## src/rtl/regfile_write_arbiter_pkg.sv

```systemverilog
// Shared constants and types for the register-file write arbiter slice.
package regfile_write_arbiter_pkg;

  localparam int DEF_DATA_WIDTH = 16;
  localparam int DEF_ADDR_WIDTH = 3;

  localparam int REG_ZERO = 0;

  localparam logic REQ_ALU  = 1'b0;
  localparam logic REQ_LOAD = 1'b1;

  typedef enum logic [1:0] {
    GRANT_NONE = 2'd0,
    GRANT_ALU  = 2'd1,
    GRANT_LOAD = 2'd2
  } grant_e;

endpackage

```

## src/rtl/regfile_write_arbiter_if.sv

```systemverilog
// Writeback request channels and register-file write port of the arbiter.
interface regfile_write_arbiter_if
  import regfile_write_arbiter_pkg::*;
#(
  parameter int DATA_WIDTH = DEF_DATA_WIDTH,
  parameter int ADDR_WIDTH = DEF_ADDR_WIDTH
);

  logic                       req0_valid;
  logic                       req0_ready;
  logic [ADDR_WIDTH-1:0]      req0_dest;
  logic [DATA_WIDTH-1:0]      req0_data;

  logic                       req1_valid;
  logic                       req1_ready;
  logic [ADDR_WIDTH-1:0]      req1_dest;
  logic [DATA_WIDTH-1:0]      req1_data;

  logic                       wr_en;
  logic [ADDR_WIDTH-1:0]      wr_dest;
  logic [DATA_WIDTH-1:0]      wr_data;
  logic [2**ADDR_WIDTH-1:0]   pending;

  modport master (
    output req0_valid, req0_dest, req0_data,
    output req1_valid, req1_dest, req1_data,
    input  req0_ready, req1_ready,
    input  wr_en, wr_dest, wr_data, pending
  );

  modport slave (
    input  req0_valid, req0_dest, req0_data,
    input  req1_valid, req1_dest, req1_data,
    output req0_ready, req1_ready,
    output wr_en, wr_dest, wr_data, pending
  );

endinterface

```

## src/rtl/regfile_write_arbiter_wb_hold_buffer.sv

```systemverilog
// One-entry writeback holding register. Load wins over clear so an entry
// drained on an edge can be refilled on that same edge.
module wb_hold_buffer
  import regfile_write_arbiter_pkg::*;
#(
  parameter int DATA_WIDTH = DEF_DATA_WIDTH,
  parameter int ADDR_WIDTH = DEF_ADDR_WIDTH
) (
  input  logic                  clock,
  input  logic                  reset,
  input  logic                  load,
  input  logic                  clear,
  input  logic [ADDR_WIDTH-1:0] load_dest,
  input  logic [DATA_WIDTH-1:0] load_data,
  output logic                  full,
  output logic [ADDR_WIDTH-1:0] dest,
  output logic [DATA_WIDTH-1:0] data
);

  // Entry state: valid flag plus destination and data.
  always_ff @(posedge clock) begin
    if (reset) begin
      full <= 1'b0;
      dest <= {ADDR_WIDTH{1'b0}};
      data <= {DATA_WIDTH{1'b0}};
    end else if (load) begin
      full <= 1'b1;
      dest <= load_dest;
      data <= load_data;
    end else if (clear) begin
      full <= 1'b0;
    end
  end

endmodule

```

## src/rtl/regfile_write_arbiter.sv

```systemverilog
// Shares the register file write port between the ALU and load writeback
// paths, with one holding buffer per source and a pending-destination map.
module regfile_write_arbiter
  import regfile_write_arbiter_pkg::*;
#(
  parameter int DATA_WIDTH = DEF_DATA_WIDTH,
  parameter int ADDR_WIDTH = DEF_ADDR_WIDTH
) (
  input logic                    clock,
  input logic                    reset,
  regfile_write_arbiter_if.slave bus
);

  localparam int NUM_REGS = 2**ADDR_WIDTH;

  logic                  full0;
  logic                  full1;
  logic [ADDR_WIDTH-1:0] dest0;
  logic [ADDR_WIDTH-1:0] dest1;
  logic [DATA_WIDTH-1:0] data0;
  logic [DATA_WIDTH-1:0] data1;

  logic                  age;
  logic                  rr_last;
  grant_e                grant_sel;
  logic                  grant0;
  logic                  grant1;
  logic                  ready0;
  logic                  ready1;
  logic                  load0;
  logic                  load1;

  logic                  wr_en;
  logic [ADDR_WIDTH-1:0] wr_dest;
  logic [DATA_WIDTH-1:0] wr_data;
  logic [NUM_REGS-1:0]   pending;

  wb_hold_buffer #(.DATA_WIDTH(DATA_WIDTH), .ADDR_WIDTH(ADDR_WIDTH)) u_buf0 (
    .clock     (clock),
    .reset     (reset),
    .load      (load0),
    .clear     (grant0),
    .load_dest (bus.req0_dest),
    .load_data (bus.req0_data),
    .full      (full0),
    .dest      (dest0),
    .data      (data0)
  );

  wb_hold_buffer #(.DATA_WIDTH(DATA_WIDTH), .ADDR_WIDTH(ADDR_WIDTH)) u_buf1 (
    .clock     (clock),
    .reset     (reset),
    .load      (load1),
    .clear     (grant1),
    .load_dest (bus.req1_dest),
    .load_data (bus.req1_data),
    .full      (full1),
    .dest      (dest1),
    .data      (data1)
  );

  // Arbitration from registered state only; same-dest pairs keep program order.
  always_comb begin
    grant_sel = GRANT_NONE;
    if (reset) begin
      grant_sel = GRANT_NONE;
    end else if (full0 && !full1) begin
      grant_sel = GRANT_ALU;
    end else if (!full0 && full1) begin
      grant_sel = GRANT_LOAD;
    end else if (full0 && full1) begin
      if (dest0 == dest1) begin
        grant_sel = (age == REQ_LOAD) ? GRANT_LOAD : GRANT_ALU;
      end else begin
        grant_sel = (rr_last == REQ_ALU) ? GRANT_LOAD : GRANT_ALU;
      end
    end else begin
      grant_sel = GRANT_NONE;
    end
  end

  assign grant0 = (grant_sel == GRANT_ALU);
  assign grant1 = (grant_sel == GRANT_LOAD);

  // Ready is independent of valid; R0 writes are accepted but never buffered.
  assign ready0 = reset || !full0 || grant0;
  assign ready1 = reset || !full1 || grant1;
  assign load0  = bus.req0_valid && ready0 && (bus.req0_dest != ADDR_WIDTH'(REG_ZERO));
  assign load1  = bus.req1_valid && ready1 && (bus.req1_dest != ADDR_WIDTH'(REG_ZERO));

  // Write port mux; idle port is driven to zero.
  always_comb begin
    wr_en   = 1'b0;
    wr_dest = {ADDR_WIDTH{1'b0}};
    wr_data = {DATA_WIDTH{1'b0}};
    case (grant_sel)
      GRANT_ALU: begin
        wr_en   = 1'b1;
        wr_dest = dest0;
        wr_data = data0;
      end
      GRANT_LOAD: begin
        wr_en   = 1'b1;
        wr_dest = dest1;
        wr_data = data1;
      end
      default: begin
        wr_en   = 1'b0;
        wr_dest = {ADDR_WIDTH{1'b0}};
        wr_data = {DATA_WIDTH{1'b0}};
      end
    endcase
  end

  // Pending map: decoded destinations of every occupied buffer.
  always_comb begin
    pending = {NUM_REGS{1'b0}};
    if (reset) begin
      pending = {NUM_REGS{1'b0}};
    end else begin
      if (full0) begin
        pending[dest0] = 1'b1;
      end else begin
        pending = pending;
      end
      if (full1) begin
        pending[dest1] = 1'b1;
      end else begin
        pending = pending;
      end
    end
  end

  // Age bit names the older buffer; rr_last remembers the last granted side.
  always_ff @(posedge clock) begin
    if (reset) begin
      age     <= REQ_ALU;
      rr_last <= REQ_LOAD;
    end else begin
      if (load0 && load1) begin
        age <= REQ_ALU;
      end else if (load0 && full1 && !grant1) begin
        age <= REQ_LOAD;
      end else if (load1 && full0 && !grant0) begin
        age <= REQ_ALU;
      end else begin
        age <= age;
      end

      if (grant0) begin
        rr_last <= REQ_ALU;
      end else if (grant1) begin
        rr_last <= REQ_LOAD;
      end else begin
        rr_last <= rr_last;
      end
    end
  end

  assign bus.req0_ready = ready0;
  assign bus.req1_ready = ready1;
  assign bus.wr_en      = wr_en;
  assign bus.wr_dest    = wr_dest;
  assign bus.wr_data    = wr_data;
  assign bus.pending    = pending;

endmodule
```

## src/flat_wrapper.sv

```systemverilog
// flat-port wrapper written by rule: the top's interface ports become plain ports
module regfile_write_arbiter_flat import regfile_write_arbiter_pkg::*;
#(
  parameter int DATA_WIDTH = DEF_DATA_WIDTH,
  parameter int ADDR_WIDTH = DEF_ADDR_WIDTH
)
  (clock, reset, bus_req0_valid, bus_req0_dest, bus_req0_data, bus_req1_valid, bus_req1_dest, bus_req1_data, bus_req0_ready, bus_req1_ready, bus_wr_en, bus_wr_dest, bus_wr_data, bus_pending);
  regfile_write_arbiter_if #(.DATA_WIDTH(DATA_WIDTH), .ADDR_WIDTH(ADDR_WIDTH)) bus_i ();
  input logic clock;
  input logic reset;
  input wire logic [$bits(bus_i.req0_valid)-1:0] bus_req0_valid;
  input wire logic [$bits(bus_i.req0_dest)-1:0] bus_req0_dest;
  input wire logic [$bits(bus_i.req0_data)-1:0] bus_req0_data;
  input wire logic [$bits(bus_i.req1_valid)-1:0] bus_req1_valid;
  input wire logic [$bits(bus_i.req1_dest)-1:0] bus_req1_dest;
  input wire logic [$bits(bus_i.req1_data)-1:0] bus_req1_data;
  output wire logic [$bits(bus_i.req0_ready)-1:0] bus_req0_ready;
  output wire logic [$bits(bus_i.req1_ready)-1:0] bus_req1_ready;
  output wire logic [$bits(bus_i.wr_en)-1:0] bus_wr_en;
  output wire logic [$bits(bus_i.wr_dest)-1:0] bus_wr_dest;
  output wire logic [$bits(bus_i.wr_data)-1:0] bus_wr_data;
  output wire logic [$bits(bus_i.pending)-1:0] bus_pending;
  assign bus_i.req0_valid = bus_req0_valid;
  assign bus_i.req0_dest = bus_req0_dest;
  assign bus_i.req0_data = bus_req0_data;
  assign bus_i.req1_valid = bus_req1_valid;
  assign bus_i.req1_dest = bus_req1_dest;
  assign bus_i.req1_data = bus_req1_data;
  assign bus_req0_ready = bus_i.req0_ready;
  assign bus_req1_ready = bus_i.req1_ready;
  assign bus_wr_en = bus_i.wr_en;
  assign bus_wr_dest = bus_i.wr_dest;
  assign bus_wr_data = bus_i.wr_data;
  assign bus_pending = bus_i.pending;
  regfile_write_arbiter #(.DATA_WIDTH(DATA_WIDTH), .ADDR_WIDTH(ADDR_WIDTH)) u_core (.clock(clock), .reset(reset), .bus(bus_i));
endmodule
```

## config.mk

```make
export PLATFORM = sky130hd
export DESIGN_NAME = regfile_write_arbiter_flat
export DESIGN_NICKNAME = d
export VERILOG_FILES = /design/src/rtl/regfile_write_arbiter_pkg.sv /design/src/rtl/regfile_write_arbiter_if.sv /design/src/rtl/regfile_write_arbiter_wb_hold_buffer.sv /design/src/rtl/regfile_write_arbiter.sv /design/src/flat_wrapper.sv
export SDC_FILE = /design/constraint.sdc
export NUM_CORES = 1
export LEC_CHECK = 0
export ABC_CLOCK_PERIOD_IN_PS = 9200
export BUFFER_PORTS_ARGS = -buffer_cell sky130_fd_sc_hd__buf_2
export CELL_PAD_IN_SITES_DETAIL_PLACEMENT = 0
export CELL_PAD_IN_SITES_GLOBAL_PLACEMENT = 1
export CORE_MARGIN = 4
export CORE_UTILIZATION = 38
export CTS_CLUSTER_SIZE = 20
export DETAILED_ROUTE_END_ITERATION = 8
export MAX_ROUTING_LAYER = met4
export PLACE_DENSITY = 0.84
export SLEW_MARGIN = 20
export SYNTH_ARGS = -nofsm -noshare
export SYNTH_HDL_FRONTEND = slang
export SYNTH_SLANG_ARGS = --single-unit
```

## constraint.sdc

```tcl
create_clock -name clock -period 9.2 [get_ports clock]
set_clock_uncertainty 0.2 [all_clocks]
set_input_delay 1.38 -clock clock [delete_from_list [all_inputs] [get_ports clock]]
set_output_delay 1.38 -clock clock [all_outputs]
set_load 0.1 [all_outputs]
```

* After elaboration in Yosys (flattened, before gate mapping)
Index checks and enable logic that the tools add are counted.
** Operators by class
- Reductions and logical operators :: 30
- Muxes and demuxes :: 26
- Div/mod/pow operators :: 0
- Magnitude comparators :: 4
- Equal/unequal tests :: 3
- Shift-type cells :: 0
- Bitwise logic cells :: 1
- Add/sub/neg operators :: 0
- $mul :: 0
** Operator list (number)
- 2-to-1 mux 8 bit :: 4
- one-hot mux 16 bit (2 select lines) :: 1
- logical AND 1 bit :: 14
- 2-to-1 mux 2 bit :: 7
- 2-to-1 mux 1 bit :: 11
- < comparator 3 x 4 -> 1 bit (second input constant) :: 2
- OR 8 bit :: 1
- nonzero test 2 bit :: 4
- demux 1 bit (select 3 bit) :: 2
- greater-or-equal comparator 3 x 1 -> 1 bit (second input constant) :: 2
- one-hot mux 3 bit (2 select lines) :: 1
- nonzero test 3 bit :: 2
- logical NOT 1 bit :: 4
- logical OR 1 bit :: 4
- OR reduction 2 bit :: 2
- == test 3 bit :: 1
- == test 2 x 1 -> 1 bit (second input constant) :: 1
- == test 2 bit (second input constant) :: 1
** Storage, ports and cells
- Register bits after elaboration :: 42
- Word-level logic and storage cells :: 72
- Memories :: 0
- ROM bits :: 0
- Bits in latches :: 0
- Output and inout bits :: 30
- RAM bits :: 0

* Depth between registers and ports, before layout
Gate-level depths: netlist (run 1).
- Depth in word-level cells :: 14
- Gate-level depth with buffers :: 11

* Hierarchy
Synthesis (run 1) repeated with hierarchy kept, for this count alone.
** Unflattened totals
- Cell total of the unflattened synthesis :: 216
- Area total of the unflattened synthesis :: 2063.2 um2
** By module, submodules not included
- wb_hold_buffer :: times used 2, area each 706.9 um2, cells each 65, seq. area each 400.4 um2
- regfile_write_arbiter :: times used 1, area each 649.4 um2, cells each 86, seq. area each 40.0 um2

* Worst setup path before layout (run 1)
Ideal clock, no wire load.
- Path kind :: input to output
- Start point :: input port reset
- End point :: output port bus_wr_data[0]
- Cell stages on the path :: 6
- Data required time :: 7.620 ns
- Setup slack :: 3.973 ns
- Data arrival time :: 3.647 ns
- Path through :: clkbuf_1 > a311o_1 > ha_1 > nor2_1 > clkbuf_1 > a22o_1
** On the way
- Longest elaborated chain between the ends :: 3
- Elaborated cells between the ends (all ways) :: 4
- Classes of those cells :: eq/ne: 2; mux: 2
** Ends and longest elaborated chain
- start: declaration :: line flat_wrapper.sv:10 : input logic reset;
- 2-to-1 mux 2 bit * :: line regfile_write_arbiter.sv:65 : if (reset) begin
- == test 2 bit or == test 2 x 1 -> 1 bit (tied branches) :: line regfile_write_arbiter.sv:96 : case (grant_sel)
- one-hot mux 16 bit (2 select lines) * :: line regfile_write_arbiter.sv:96
- end: declaration :: line flat_wrapper.sv:21 : output wire logic [$bits(bus_i.wr_data)-1:0] bus_wr_data;
Mark *: on every way between the ends. The rest lies on a longest branch, timed or not.

* Final worst setup path (run 1)
- Start point :: input port reset
- End point :: output port bus_wr_data[5]
Same word-level chain as after synthesis.

==> flow_summary_export.csv, run 1 <==
group,metric,value,unit
job,drv_cap,0,
timing,finalSetupTns,0,ns
worst_hold_path,min_to,"u_core.u_buf0.data[12]",
cts,cts_buffer_depth,2,
setup_path,worstReg2RegStart,"u_core.u_buf1.dest[2]",
synth,async_flop_share,0,%
final_layout,fin_util,47.2,%
run_status,status,"complete, no violations",
global_routing,grt_max_degree,57,
routing,postRouteAntennaNets,0,
timing,hold_viol,0,
timing,timing.final.ws_setup,3.38,ns
timing,slew_violations,0,
routing,vias,2209,
timing,fin_crit_sh,63.2,%
setup_path,rr_worst_depth,8,
cts,clock-sinks,42,
synth,synth.largest_area_cell,"dfxtp_1",
final_layout,area_growth_syn_to_layout,20.6,%
cts,cts_buffers,5,
routing,first_iter_violations,191,
floorplan,dieArea,0.00690,mm2
final_layout,multi_input_area,0.00117,mm2
setup_path,r2r-end,"u_core.age",
timing,period_needed,5.82,ns
setup_path,crit_path_start_kind,"input port",
setup_path,r2r_setup_slack,5.90,ns
power_and_ir_drop,leakagePower,0.00107,uW
global_routing,track_usage,18.4,%
synth,syn_area_per_cell,7.93,um2
floorplan,row_count,27,
global_routing,overflow,0,
setup_path,crit_type,"input port to output port",
cts,root_buffer,"clkbuf_8",
setup_path,crit_fanout,56,
floorplan,pin_count,72,
timing,finalSetupViolations,0,
synth,synth_edf_count,0,
cts,post_cts_resized,0,
synth,synth_area,0.00214,mm2
cts,clock_latency,0.29,ns
final_layout,fill_cells,593,
timing,grt_setup_unrepaired,"false",
setup_path,crit_top_cell,"buf_2",
setup_path,setup.worst_path.end_class,"output port",
place,place.gp.congestion,0.772,
worst_hold_path,min_path_cells,2,
cts,cts.htree.levels,2,
synth,synth_top_cell_area_share,39.3,%
routing,drtPass1Iterations,4,
synth,syn_nets,314,
power_and_ir_drop,p_per_area,158,mW/mm2
synth,synth-main-ff-cell,"dfxtp_1",
floorplan,die-height,83.1,um
setup_path,max_stage_delay,0.75,ns
synth,yosysWarnings,0,
setup_path,cp_slowest_cell,"buf_2",
timing,worst_pin_slew,1.00,ns
setup_path,crit_path_cell_trace,"buf_2 > and4b_1 > ha_1 > nor2b_1 > buf_4 > a22o_1 > buf_2",
routing,route.detailed.drc,0,
routing,routed_wl,6.34,mm
place,io_buffers,71,
place,post-dp-hpwl,4.33,mm
worst_hold_path,hp-start,"u_core.u_buf0.data[12]",
cts,cts_tree,"done",
cts,post_cts_buffers,0,
synth,netlist_instances,270,
floorplan,die_w,83.1,um
synth,synth_cell_types,34,
final_layout,seq_area,841,um2
timing,slew_headroom,33.1,%
final_layout,drive_gt1_share,28.2,%
cts,clk_pin_slew_worst_paths,0.08,ns
final_layout,nets,363,
worst_hold_path,hold_path_class,"register to register",
synth,synth-seq-area-share,39.3,%
cts,postCtsHoldBufs,0,
global_routing,antenna_found_initial,0,
place,pre_cts_slack,3.33,ns
setup_path,required,7.62,ns
routing,wl_per_cell,16.2,um
floorplan,start_util,39.1,%
setup_path,cp.arrival,4.24,ns
timing,whs,0.279,ns
routing,avgViaCountPerCell,5.65,
power_and_ir_drop,ir_worst_vdd,0.0842,mV
global_routing,grt_pass1_vias,2074,
global_routing,grt_pass1_wl,10.2,mm
floorplan,core_area,0.00547,mm2
timing,fmax,172,MHz
final_layout,num_antenna_cells,0,
synth,ys_top_cells_by_area,"dfxtp_1, nand3_1, a21oi_1",
synth,ys_ff_latch,42,
[how the worst max path moves through the flow]
stage | startpoint | end | slack, ns | cells after the start
2_1_floorplan | reset | bus_wr_data[0] | 3.97 | 6
3_3_place_gp | reset | bus_req0_ready | 3.39 | 6
3_5_place_dp | reset | bus_req0_ready | 3.33 | 6
4_1_cts | reset | bus_req0_ready | 3.33 | 6
5_1_grt | reset | bus_wr_data[5] | 3.15 | 7
6_report | reset | bus_wr_data[5] | 3.38 | 7
[through the flow]
| stage | power, uW | instance area (um2) | std cells |
|---|---|---|---|
| after floorplan | 274 | 2140 | 270 |
| after global placement | 298 | 2490 | 384 |
| after CTS | 409 | 2570 | 391 |
| final | 408 | 2580 | 391 |
| after detailed placement | 299 | 2490 | 384 |
| after global routing | 427 | 2580 | 391 |
[cells by family after synthesis]
| logic type | synth area share, % |
|---|---|
| buffers and inverters | 7.66 |
| and+or+nand+nor | 17.5 |
| adders and majority gates | 1.17 |
| xor gates and xnor gates | 1.58 |
| AOI/OAI and AO/OA | 32.8 |
| DFF | 39.3 |
[layer usage]
metal	up-vias	part of all wire, %	global-route usage, %
met5	-	0	-
met2	77	47	28.1
met1	1034	45	24.2
met4	0	1.9	5.94
li1	1087	-	-
met3	11	5.7	4.37
[area by class of cell]
| type | count | area share, % |
|---|---|---|
| clock buffers | 7 | 2.96 |
| inverters | 5 | 0.727 |
| multi-input cells | 190 | 45.3 |
| flip-flops and latches | 42 | 32.6 |
| well taps | 72 | 3.49 |
| repair buffers | 75 | 14.9 |
[power breakdown]
part           leakage, uW  total (uW)  switching (uW)  internal, uW
clock network    0.0000383         112            60.0          52.3
logic             0.000685        91.0            63.0          28.0
registers         0.000345         205            11.2           194
[critical path, delay by kind of cell]
family / cells / cell delay [ns]
and+or+nand+nor: 2 / 0.91
AOI/OAI and AO/OA: 1 / 0.16
buffers and inverters: 3 / 1.49
adders and majority gates: 1 / 0.30
[registers in the layout, summed over array words and instances, names as in the netlist]
signal / count
u_core.u_buf1.data: 16
u_core.u_buf0.data: 16
u_core.rr_last: 1
u_core.u_buf0.full: 1
u_core.u_buf0.dest: 3
u_core.u_buf1.dest: 3
u_core.age: 1
u_core.u_buf1.full: 1
[cells in the mapped netlist, drive strengths merged, types with 2 or more instances]
cell / count
a22o: 19
ha: 2
nor2b: 7
dfxtp: 42
o31ai: 3
a22oi: 2
nand4: 2
or4: 2
nor3b: 2
nand3: 44
a21oi: 42
xor2: 3
nor2: 8
a311oi: 2
clkbuf: 23
o31a: 2
inv: 5
o21ai: 40
a32oi: 2
buf: 10
[cell usage in the layout, fill, tap and decap left out, types with 2 or more instances in the layout]
master,n
a21oi_1,42
ha_1,2
buf_2,71
a311oi_1,2
a22o_1,18
nor2_1,8
o31a_1,2
nand4_1,2
a22oi_1,2
dfxtp_1,42
nand3_1,44
nor2b_1,7
buf_4,4
inv_2,2
xor2_1,2
o21ai_0,40
a32oi_1,2
inv_1,3
clkbuf_1,2
clkbuf_8,5
Power figures use the tool's default switching activity.
==> run 2, diff against run 1 <==
--- a/config.mk
+++ b/config.mk
@@ -5,16 +5,16 @@
 export SDC_FILE = /design/constraint.sdc
 export NUM_CORES = 1
 export LEC_CHECK = 0
-export ABC_CLOCK_PERIOD_IN_PS = 9200
+export ABC_CLOCK_PERIOD_IN_PS = 5600
 export BUFFER_PORTS_ARGS = -buffer_cell sky130_fd_sc_hd__buf_2
 export CELL_PAD_IN_SITES_DETAIL_PLACEMENT = 0
 export CELL_PAD_IN_SITES_GLOBAL_PLACEMENT = 1
 export CORE_MARGIN = 4
-export CORE_UTILIZATION = 38
+export CORE_UTILIZATION = 36
 export CTS_CLUSTER_SIZE = 20
 export DETAILED_ROUTE_END_ITERATION = 8
 export MAX_ROUTING_LAYER = met4
-export PLACE_DENSITY = 0.84
+export PLACE_DENSITY = 0.8
 export SLEW_MARGIN = 20
 export SYNTH_ARGS = -nofsm -noshare
 export SYNTH_HDL_FRONTEND = slang
==> constraint.sdc (replaced) <==
create_clock -name clock -period 5.6 [get_ports clock]
set_clock_uncertainty 0.2 [all_clocks]
set_input_delay 0.84 -clock clock [delete_from_list [all_inputs] [get_ports clock]]
set_output_delay 0.84 -clock clock [all_outputs]
set_load 0.1 [all_outputs]
==> run 2 against run 1 <==
Combinational power up 62%. Largest cell class unchanged. Final cell count up 0.51%. Sequential power up 65%. Sequential cell count unchanged. Core utilization down 1.6 points. Sequential share of layout area up 0.13 points. Clock power up 63%.
==> flow_summary_export.csv, run 2 (synthesis results as in run 1) <==
group,metric,value,unit
run_status,status,"complete, no violations",
cts,cts.htree.levels,2,
floorplan,die_w,85.1,um
setup_path,crit_type,"register to output port",
cts,clock_latency,0.29,ns
setup_path,r2r_setup_slack,2.52,ns
timing,period_needed,4.23,ns
place,placed_area,0.00250,mm2
final_layout,nets,365,
floorplan,start_util,37.9,%
setup_path,crit_path_cell_trace,"xor2_2 > or4_4 > a311o_1 > ha_1 > nor2b_1 > buf_4 > a22o_1 > buf_2",
floorplan,dieArea,0.00724,mm2
final_layout,drive_gt1_share,28.0,%
routing,first_iter_violations,210,
final_layout,mostFrequentLayoutCells,"buf_2, nand3_1, a21oi_1, dfxtp_1, o21ai_0",
cts,cts_tree,"done",
final_layout,area_growth_syn_to_layout,20.2,%
timing,slew_violations,0,
routing,avgViaCountPerCell,5.69,
global_routing,antenna_found_initial,0,
global_routing,overflow,0,
setup_path,crit_fanout,20,
cts,postCtsHoldBufs,0,
routing,wl_per_cell,16.3,um
cts,post_cts_buffers,0,
final_layout,final_area,0.00257,mm2
setup_path,setup.worst_path.end_class,"output port",
setup_path,cp_slowest_cell,"dfxtp_1",
power_and_ir_drop,leakagePower,0.00107,uW
power_and_ir_drop,ir_worst_vdd,0.136,mV
floorplan,row_count,27,
cts,post_cts_resized,0,
routing,postRouteAntennaNets,0,
worst_hold_path,hold_path_class,"register to register",
routing,routed_wl,6.40,mm
job,drv_cap,0,
place,place.gp.congestion,0.836,
power_and_ir_drop,p_per_area,259,mW/mm2
timing,fin_crit_sh,75.5,%
timing,finalSetupTns,0,ns
setup_path,required,4.56,ns
cts,cts_buffers,5,
cts,root_buffer,"clkbuf_8",
final_layout,fill_cells,596,
place,io_buffers,71,
setup_path,critPathTopFamily,"buffers and inverters",
timing,slew_headroom,34.1,%
global_routing,grt_pass1_wl,9.87,mm
final_layout,top_regs,"u_core.u_buf0.data (16), u_core.u_buf1.data (16)",
setup_path,max_stage_delay,0.55,ns
floorplan,die-height,85.1,um
place,post-dp-hpwl,4.45,mm
power_and_ir_drop,power,667,uW
timing,fmax,236,MHz
final_layout,num_antenna_cells,0,
final_layout,final_common_cell,"buf_2",
global_routing,grt_max_degree,57,
routing,drtPass1Iterations,4,
routing,route.detailed.drc,0,
timing,finalSetupViolations,0,
setup_path,worst-path-buf-inv,2,
cts,clock-sinks,42,
timing,worst_pin_slew,0.989,ns
cts,clk_pin_slew_worst_paths,0.07,ns
cts,cts_buffer_depth,2,
timing,grt_setup_unrepaired,"false",
final_layout,fin_util,45.6,%
setup_path,crit_path_start_kind,"register",
timing,hold_viol,0,
global_routing,track_usage,17.3,%
floorplan,core_area,0.00564,mm2
setup_path,cp.arrival,3.19,ns
global_routing,grt_pass1_vias,1989,
floorplan,pin_count,72,
routing,vias,2235,
-- run 2: cell types whose count changed in the layout (fill, tap and decap cells not counted) --
cell,previous run,this run
o31ai_4,1,0
nor3b_4,1,0
o31ai_1,1,2
buf_4,4,6
nor3b_1,0,1
-- run 2: layout make-up --
| type | count | area, um2 | area share, % |
|---|---|---|---|
| Clock buffer | 7 | 76.3 | 2.97 |
| Inverter | 5 | 18.8 | 0.730 |
| Multi-Input combinational cell | 190 | 1150 | 44.6 |
| Sequential cell | 42 | 841 | 32.7 |
| Tap cell | 72 | 90.1 | 3.50 |
| Timing Repair Buffer | 77 | 400 | 15.6 |
-- run 2: tightest hold or removal path, cell delays in order, from the launching register on --
cell and delay [ns]:
dfxtp_1 0.31, o21ai_0 0.06, a21oi_1 0.06
-- run 2: power breakdown --
group          leakage (uW)  switching [uW]  total, uW  internal, uW
Clock             0.0000383            95.8        182          85.8
Combinational      0.000690             101        147          45.9
Sequential         0.000345            20.8        339           318
Total               0.00107             217        667           450
-- run 2: metal layers --
| metal | vias to the layer above | wire [um] | track usage [%] |
|---|---|---|---|
| met1 | 1029 | 2920 | 24.4 |
| met2 | 99 | 2750 | 24.6 |
| met4 | 0 | 129 | 6.33 |
| li1 | 1095 | - | - |
| met3 | 12 | 598 | 2.72 |
| met5 | - | 0 | - |
-- run 2: final timing paths --
path / start / endpoint / cells past startpoint
worst max-delay path: u_core.u_buf1.dest[2] / bus_wr_data[2] / 8
worst min-delay path: u_core.u_buf1.data[10] / u_core.u_buf1.data[10] / 2
worst max register to register: u_core.u_buf1.dest[2] / u_core.age / 9
worst min register to register: u_core.u_buf1.data[10] / u_core.u_buf1.data[10] / 2
-- run 2: per-stage QoR --
stage                     hold WS, ns  setup WS [ns]  std cells
after floorplan                 0.254           1.32        270
after global placement          0.264           1.42        386
after detailed placement        0.270           1.41        386
after CTS                       0.280           1.36        393
after global routing            0.305           1.24        393
final                           0.278           1.37        393
==> run 3, diff against run 2 <==
--- a/config.mk
+++ b/config.mk
@@ -5,12 +5,13 @@
 export SDC_FILE = /design/constraint.sdc
 export NUM_CORES = 1
 export LEC_CHECK = 0
-export ABC_CLOCK_PERIOD_IN_PS = 5600
+export ABC_AREA = 1
+export ABC_CLOCK_PERIOD_IN_PS = 4400
 export BUFFER_PORTS_ARGS = -buffer_cell sky130_fd_sc_hd__buf_2
 export CELL_PAD_IN_SITES_DETAIL_PLACEMENT = 0
 export CELL_PAD_IN_SITES_GLOBAL_PLACEMENT = 1
 export CORE_MARGIN = 4
-export CORE_UTILIZATION = 36
+export CORE_UTILIZATION = 35
 export CTS_CLUSTER_SIZE = 20
 export DETAILED_ROUTE_END_ITERATION = 8
 export MAX_ROUTING_LAYER = met4
==> constraint.sdc (replaced) <==
create_clock -name clock -period 4.4 [get_ports clock]
set_clock_uncertainty 0.2 [all_clocks]
set_input_delay 0.66 -clock clock [delete_from_list [all_inputs] [get_ports clock]]
set_output_delay 0.66 -clock clock [all_outputs]
set_load 0.1 [all_outputs]
==> run 3 against run 2 <==
Count of clock-buffer cells in the layout is the same. Routed wire length shrank 12%. First-iteration DRC count shrank 63%. Sequential power grew 26%. Critical path type unchanged.
==> flow_summary_export.csv, run 3 <==
group,metric,value,unit
run_status,status,"complete, no violations",
synth,synth_top_cell_area_share,40.1,%
routing,postRouteAntennaNets,0,
floorplan,pin_count,72,
final_layout,area_growth_syn_to_layout,20.4,%
setup_path,max_stage_delay,0.49,ns
final_layout,mostFrequentLayoutCells,"buf_2, inv_1, a21oi_1",
floorplan,start_util,37.0,%
final_layout,fill_cells,623,
floorplan,row_count,27,
routing,first_iter_violations,77,
setup_path,setup.worst_path.end_class,"output port",
power_and_ir_drop,leakagePower,0.00117,uW
setup_path,cp_slowest_cell,"buf_2",
global_routing,overflow,0,
setup_path,worst-path-buf-inv,3,
place,io_buffers,71,
final_layout,fin_util,44.5,%
place,place.gp.congestion,0.781,
timing,period_needed,3.88,ns
synth,synth_area,0.00210,mm2
cts,cts_buffer_depth,2,
job,drv_cap,0,
global_routing,track_usage,16.1,%
floorplan,die_w,85.4,um
setup_path,required,3.54,ns
synth,ys_ff_latch,42,
cts,post_cts_buffers,0,
power_and_ir_drop,p_per_area,358,mW/mm2
timing,hold_viol,0,
global_routing,antenna_found_initial,0,
synth,synth.largest_area_cell,"dfxtp_1",
floorplan,core_area,0.00568,mm2
setup_path,crit_top_cell,"nand2_1",
timing,finalSetupViolations,0,
cts,cts.htree.levels,2,
final_layout,final_area,0.00253,mm2
synth,ys_top_cells_by_area,"dfxtp_1, a21oi_1, inv_1",
routing,vias,2044,
timing,fmax,258,MHz
synth,yosysWarnings,0,
routing,route.detailed.drc,0,
synth,synth-seq-area-share,40.1,%
cts,post_cts_resized,0,
place,post-dp-hpwl,3.99,mm
timing,worst_pin_slew,1.00,ns
final_layout,drive_gt1_share,24.9,%
synth,syn_area_per_cell,7.29,um2
setup_path,crit_path_cell_trace,"inv_1 > nand2_1 > nand2_1 > nand3_1 > nand2_1 > nand3_1 > nand2_1 > ha_1 > inv_1 > nand2_1 > o32ai_1 > buf_2",
global_routing,grt_pass1_wl,9.24,mm
worst_hold_path,hold_path_class,"register to register",
cts,clock-sinks,42,
setup_path,critPathTopFamily,"simple AND/OR/NAND/NOR gates",
timing,finalSetupTns,0,ns
timing,fin_crit_sh,88.1,%
floorplan,dieArea,0.00730,mm2
synth,syn_nets,332,
setup_path,crit_fanout,20,
synth,synth_most_common_cell,"inv_1",
synth,synth-main-ff-cell,"dfxtp_1",
setup_path,cp.arrival,3.02,ns
cts,root_buffer,"clkbuf_8",
synth,async_flop_share,0,%
timing,slew_violations,0,
synth,synth_common_cells,"inv_1, a21oi_1, dfxtp_1, o21ai_0, nand2_1",
routing,avgViaCountPerCell,4.86,
global_routing,grt_max_degree,40,
global_routing,grt_pass1_vias,1989,
final_layout,final_common_cell,"buf_2",
synth,netlist_instances,288,
routing,wl_per_cell,13.4,um
place,placed_area,0.00243,mm2
routing,routed_wl,5.62,mm
power_and_ir_drop,ir_worst_vdd,0.167,mV
timing,grt_setup_unrepaired,"false",
floorplan,die-height,85.4,um
cts,cts_tree,"done",
final_layout,top_regs,"u_core.u_buf0.data (16), u_core.u_buf1.data (16)",
final_layout,num_antenna_cells,0,
final_layout,nets,392,
synth,synth_cell_types,27,
cts,postCtsHoldBufs,0,
cts,clk_pin_slew_worst_paths,0.08,ns
synth,synth_edf_count,0,
cts,cts_buffers,5,
timing,slew_headroom,33.0,%
setup_path,crit_type,"register to output port",
cts,clock_latency,0.29,ns
routing,drtPass1Iterations,4,
setup_path,crit_path_start_kind,"register",
run 3: cell families after synthesis:
group	after synthesis	synth area share, %
compound gates	107	29.1
simple gates	63	13.8
flops	42	40.1
fa+ha+maj	2	1.19
buf+inv	73	15.4
xor+xnor	1	0.417
run 3: worst reg2reg max path, delay by kind of cell (launching register included):
kind / cells / cell delay, ns
flip-flops: 1 / 0.45
AND/OR/NAND/NOR: 8 / 0.91
AO/OA/AOI/OAI: 2 / 0.33
buffers and inverters: 2 / 0.69
adder cells (fa/ha/maj): 1 / 0.20
run 3: metal layers:
metal	wire (um)	vias to the layer above	part of all wire [%]	global-route usage [%]
met5	0	-	0	-
met4	61	0	1.1	4.32
met3	286	7	5.1	3.30
met2	2550	58	45	25.8
met1	2720	904	48	20.6
li1	-	1075	-	-
run 3: worst paths after layout:
kind / start / to / slack [ns] / cells past startpoint
worst max-delay path: u_core.u_buf1.dest[0] / bus_wr_data[1] / 0.52 / 12
worst min-delay path: u_core.u_buf0.data[8] / u_core.u_buf0.data[8] / 0.26 / 2
worst min register to register: u_core.u_buf0.data[8] / u_core.u_buf0.data[8] / 0.26 / 2
worst max register to register: u_core.u_buf1.dest[0] / u_core.u_buf1.data[1] / 1.55 / 13
run 3: layout make-up:
| class | count | area (um2) | share of cell area, % |
|---|---|---|---|
| sequential | 42 | 841 | 33.3 |
| inverter | 54 | 203 | 8.02 |
| clock inverter | 1 | 8.76 | 0.347 |
| tap | 72 | 90.1 | 3.57 |
| multi-input combinational | 173 | 935 | 37.0 |
| timing repair buffer | 72 | 363 | 14.4 |
| clock buffer | 7 | 86.3 | 3.42 |
run 3: stage by stage:
stage	hold slack, ns	total power, uW	cells	worst slack [ns]
detailed placement	0.246	652	413	0.675
global route	0.277	956	421	0.274
global placement	0.240	649	413	0.707
finish	0.255	904	421	0.522
floorplan	0.229	605	288	-0.360
CTS	0.259	919	421	0.503
run 3: report_power, final:
group	switching, uW	leakage, uW	internal, uW	total (uW)
Sequential	15.5	0.000348	413	428
Clock	133	0.0000489	130	263
Combinational	157	0.000771	55.3	213
